`src/rtl/register_file_sb.sv`:
```
// Register bank with two registered read ports, write-to-read bypass,
// optional hardwired zero register and a per-register busy scoreboard.
module register_file_sb #(
  parameter int DATA_W   = 32,
  parameter int NUM_REGS = 32,
  parameter int ADDR_W   = 5,
  parameter int ZERO_REG = 1,
  parameter int BYPASS   = 1
) (
  input  logic              clk,
  input  logic              reset,
  input  logic [ADDR_W-1:0] sr1,
  input  logic [ADDR_W-1:0] sr2,
  input  logic              write,
  input  logic [ADDR_W-1:0] dr,
  input  logic [DATA_W-1:0] wrData,
  input  logic              issue,
  input  logic [ADDR_W-1:0] issue_dr,
  output logic [DATA_W-1:0] rData1,
  output logic [DATA_W-1:0] rData2,
  output logic              busy1,
  output logic              busy2,
  output logic              busy_any
);

  localparam int              IDX_W  = (NUM_REGS > 2) ? $clog2(NUM_REGS) : 1;
  localparam logic [ADDR_W:0] NREG_L = (ADDR_W + 1)'(NUM_REGS);
  localparam logic [NUM_REGS-1:0] ONE_L = {{(NUM_REGS - 1){1'b0}}, 1'b1};

  logic [DATA_W-1:0]   regfile_r [NUM_REGS];
  logic [NUM_REGS-1:0] busy_r;
  logic [NUM_REGS-1:0] busy_nxt_s;
  logic [NUM_REGS-1:0] clr_mask_s;
  logic [NUM_REGS-1:0] set_mask_s;
  logic                wr_ok_s;
  logic                iss_ok_s;
  logic [DATA_W-1:0]   rd1_nxt_s;
  logic [DATA_W-1:0]   rd2_nxt_s;
  logic                bsy1_nxt_s;
  logic                bsy2_nxt_s;

  // In-range and not the hardwired zero register.
  function automatic logic addr_ok(input logic [ADDR_W-1:0] a);
    addr_ok = ({1'b0, a} < NREG_L) && !((ZERO_REG != 0) && (a == {ADDR_W{1'b0}}));
  endfunction

  function automatic logic [IDX_W-1:0] idx(input logic [ADDR_W-1:0] a);
    idx = a[IDX_W-1:0];
  endfunction

  assign wr_ok_s    = write && addr_ok(dr);
  assign iss_ok_s   = issue && addr_ok(issue_dr);
  assign clr_mask_s = wr_ok_s  ? (ONE_L << idx(dr))       : {NUM_REGS{1'b0}};
  assign set_mask_s = iss_ok_s ? (ONE_L << idx(issue_dr)) : {NUM_REGS{1'b0}};
  // Set is applied after clear so a new producer wins over a retiring one.
  assign busy_nxt_s = (busy_r & ~clr_mask_s) | set_mask_s;

  // Next read data and busy flags for both ports.
  always_comb begin
    rd1_nxt_s  = {DATA_W{1'b0}};
    rd2_nxt_s  = {DATA_W{1'b0}};
    bsy1_nxt_s = 1'b0;
    bsy2_nxt_s = 1'b0;
    if (!addr_ok(sr1)) begin
      rd1_nxt_s  = {DATA_W{1'b0}};
      bsy1_nxt_s = 1'b0;
    end else begin
      if ((BYPASS != 0) && wr_ok_s && (dr == sr1)) begin
        rd1_nxt_s = wrData;
      end else begin
        rd1_nxt_s = regfile_r[idx(sr1)];
      end
      bsy1_nxt_s = (BYPASS != 0) ? busy_nxt_s[idx(sr1)] : busy_r[idx(sr1)];
    end
    if (!addr_ok(sr2)) begin
      rd2_nxt_s  = {DATA_W{1'b0}};
      bsy2_nxt_s = 1'b0;
    end else begin
      if ((BYPASS != 0) && wr_ok_s && (dr == sr2)) begin
        rd2_nxt_s = wrData;
      end else begin
        rd2_nxt_s = regfile_r[idx(sr2)];
      end
      bsy2_nxt_s = (BYPASS != 0) ? busy_nxt_s[idx(sr2)] : busy_r[idx(sr2)];
    end
  end

  // Storage, scoreboard and registered outputs.
  always_ff @(posedge clk or posedge reset) begin
    if (reset) begin
      for (int i = 0; i < NUM_REGS; i++) begin
        regfile_r[i] <= {DATA_W{1'b0}};
      end
      busy_r   <= {NUM_REGS{1'b0}};
      rData1   <= {DATA_W{1'b0}};
      rData2   <= {DATA_W{1'b0}};
      busy1    <= 1'b0;
      busy2    <= 1'b0;
      busy_any <= 1'b0;
    end else begin
      if (wr_ok_s) begin
        regfile_r[idx(dr)] <= wrData;
      end
      busy_r   <= busy_nxt_s;
      rData1   <= rd1_nxt_s;
      rData2   <= rd2_nxt_s;
      busy1    <= bsy1_nxt_s;
      busy2    <= bsy2_nxt_s;
      busy_any <= |busy_nxt_s;
    end
  end

endmodule
```
`config.mk`:
```
export PLATFORM = sky130hd
export DESIGN_NAME = register_file_sb
export DESIGN_NICKNAME = d
export VERILOG_FILES = /design/src/rtl/register_file_sb.sv
export SDC_FILE = /design/constraint.sdc
export NUM_CORES = 2
export LEC_CHECK = 0
export CAP_MARGIN = 40
export CORE_MARGIN = 8
export CORE_UTILIZATION = 60
export CTS_CLUSTER_SIZE = 30
export DETAILED_ROUTE_END_ITERATION = 16
export GPL_TIMING_DRIVEN = 0
export PLACE_DENSITY = 0.77
export SYNTH_ARGS = -nofsm -noshare
export SYNTH_HDL_FRONTEND = slang
export SYNTH_SLANG_ARGS = --single-unit
export TNS_END_PERCENT = 100
```
`constraint.sdc`:
```
create_clock -name clk -period 62.8 [get_ports clk]
set_clock_uncertainty 0.15 [all_clocks]
set_input_delay 9.42 -clock clk [delete_from_list [all_inputs] [get_ports clk]]
set_output_delay 9.42 -clock clk [all_outputs]
set_load 0.02 [all_outputs]
```
==> impl_metrics.json <==
{
  "cts_tree": "yes",
  "via_per_inst": 7.65,
  "status": "completed",
  "vias": 41674,
  "clock-sinks": 1123,
  "power.density_mw_per_mm2": 32.7,
  "cts_max_path_buffers": 3,
  "initial_utilization_pct": 60.5,
  "arrival_ps": 13370,
  "relSlewSlack_pct": 29.0,
  "grt_pass1_vias": 41533,
  "ys_ff_latch": 1123,
  "path_cells": "buf_2 -> buf_2 -> buf_2 -> buf_1 -> buf_6 -> a211oi_1 -> a21oi_1 -> mux2i_1 -> a211oi_1",
  "ys.flop_type": "dfrtp_1",
  "ant_nets": 0,
  "drive_gt1_share_pct": 50.2,
  "p_leak_nw": 29.0,
  "worst_slew_pin_slew_ps": 1060,
  "die_y_um": 328,
  "drc_errors": 0,
  "dpl.cell_count": 5207,
  "finalHoldViolations": 0,
  "mostFrequentLayoutCells": "dfrtp_1 (1123), mux2_2 (994), mux4_2 (612)",
  "crit_family": "buffers and inverters",
  "synthCells": 3692,
  "grt_use_total_pct": 41.5,
  "insertion_delay_ps": 740,
  "synth_warnings": 0,
  "worst_path_max_delay_cell": "buf_2",
  "wl_met1_mm": 73.1,
  "cts_setup_buffers": 0,
  "cts_root_buf": "clkbuf_16",
  "ios": 123,
  "worst_path_largest_cell_delay_ps": 740,
  "syn_area_sq_mm": 0.0585,
  "dr.pass1.iters": 9,
  "ys_seq_area_share_pct": 48.0,
  "die-area_sq_mm": 0.108,
  "criticalPathCategory": "input port to flop",
  "fin_util_pct": 69.6,
  "place.gp.congestion": 0.991,
  "r2r_slack_ps": 60460,
  "hp-class": "flop to flop",
  "async_flop_share_pct": 100,
  "grt_pass1_wl_mm": 312,
  "fmax_mhz": 77.1,
  "synth_top_area_share_pct": 48.0,
  "stdcell_count": 5451,
  "routed-wl-met2_mm": 94.7,
  "clkTransAtPathRegs_ps": 60,
  "startpoint_type": "input port",
  "dr.max_layer_used": "met5",
  "wirelength_mm": 225,
  "rsz0062_at_grt": "no",
  "grt_antenna_before_repair": 11,
  "fin_area_sq_mm": 0.0673,
  "yosysTopAreaCell": "dfrtp_1",
  "die_width_um": 328,
  "cts-buffers-inserted": 118,
  "ir_worst_vdd_v": 0.0000257,
  "holdBufCountCts": 0,
  "required_ps": 63200,
  "rows": 114,
  "maxCapViolCount": 0,
  "area_growth_pct": 15.0,
  "crit_top_cell": "buf_2",
  "cp_max_fo": 13,
  "endpoint_kind": "flop",
  "overflow": 0,
  "period_share_pct": 20.7,
  "nets": 4112,
  "num-fill-cells": 6264,
  "synth_top_cells_by_area": "dfrtp_1 (48%), mux4_2 (24%), mux2_2 (19%)",
  "period_minus_slack_ps": 12980,
  "setup_tns_ps": 0,
  "syn_nets": 3748,
  "final_common_cell": "dfrtp_1",
  "dp_hpwl_mm": 158,
  "synth-edff-count": 0,
  "io_buffer_count": 107,
  "synth_area_per_cell_sq_um": 15.9,
  "drt-initial-drc-count": 6391,
  "setup_viol": 0,
  "drv_slew": 0,
  "postCtsResizedCells": 0,
  "ys_types": 48,
  "dpl_cell_area_sq_mm": 0.0631,
  "cp_num_buf_inv": 5,
  "wl_per_cell_um": 41.3,
  "core_sq_mm": 0.0967,
  "grt_max_degree": 127,
  "wl_met3_mm": 35.3,
  "h-tree-depth": 3
}
-- registers in the layout (all words and copies together) (netlist names) --
register   flops
regfile_r   1024
busy_any       1
rData1        32
busy_r        32
busy1          1
rData2        32
busy2          1
-- cell usage after synthesis (17+ instances only) --
cell type,number
dfrtp_1,1123
mux2_2,994
mux4_2,612
clkbuf_1,249
mux2i_1,113
a211oi_1,109
buf_2,103
nor2_1,89
buf_1,62
nor2b_1,32
nand2_1,28
a21oi_1,18
o21ai_0,17
-- cell type report --
cell class                      count  area (sq um)  share of cell area [%]
Buffer                            428          1820                    2.70
Antenna cell                       21          52.6                  0.0781
Sequential cell                  1123         28100                    41.8
Clock inverter                     44           497                   0.738
Timing Repair Buffer              244          3050                    4.53
Multi-Input combinational cell   2131         28600                    42.5
Clock buffer                      174          3530                    5.24
Tap cell                         1276          1600                    2.37
Inverter                           10          45.0                  0.0669
-- report_power, final --
group | switching (mW) | leakage, nW | internal [mW]
clock network | 0.309 | 1.98 | 0.424
logic | 0.217 | 12.6 | 0.282
registers | 0.101 | 14.4 | 0.865
total | 0.627 | 29.0 | 1.57
-- logic make-up after synthesis --
logic type                count (synthesis)  share of synthesized area (%)
buffers and inverters                   438                           3.12
xor gates and xnor gates                 10                          0.150
and+or+nand+nor                         225                           1.96
AOI/OAI and AO/OA                       177                           2.18
muxes                                  1719                           44.6
DFF                                    1123                           48.0
-- per-layer routing --
metal	track usage, %	up-vias
met4	32.6	10
li1	-	15103
met1	49.8	21635
met3	19.1	1143
met2	57.5	3783
met5	1.63	-
-- worst paths after layout --
kind                                    to  depth (start not counted)             from
setup / recovery                rData2[17]                          9           sr2[2]
min in group asynchronous   regfile_r[119]                          2            reset
max in group asynchronous   regfile_r[102]                          5            reset
setup reg to reg                rData2[13]                          4   regfile_r[493]
hold reg to reg            regfile_r[1010]                          1  regfile_r[1010]
hold / removal             regfile_r[1010]                          1  regfile_r[1010]
-- per-stage QoR --
| step | total power, mW | setup slack [ps] | hold WS [ps] |
|---|---|---|---|
| after floorplan | 1.29 | 21610 | 291 |
| after CTS | 2.18 | 50320 | 330 |
| after global placement | 1.43 | 8900 | 303 |
| after detailed placement | 1.45 | 49610 | 316 |
| after global routing | 2.25 | 50100 | 346 |
| final | 2.20 | 49820 | 328 |
No activity file was read; power rests on OpenSTA's default activity.
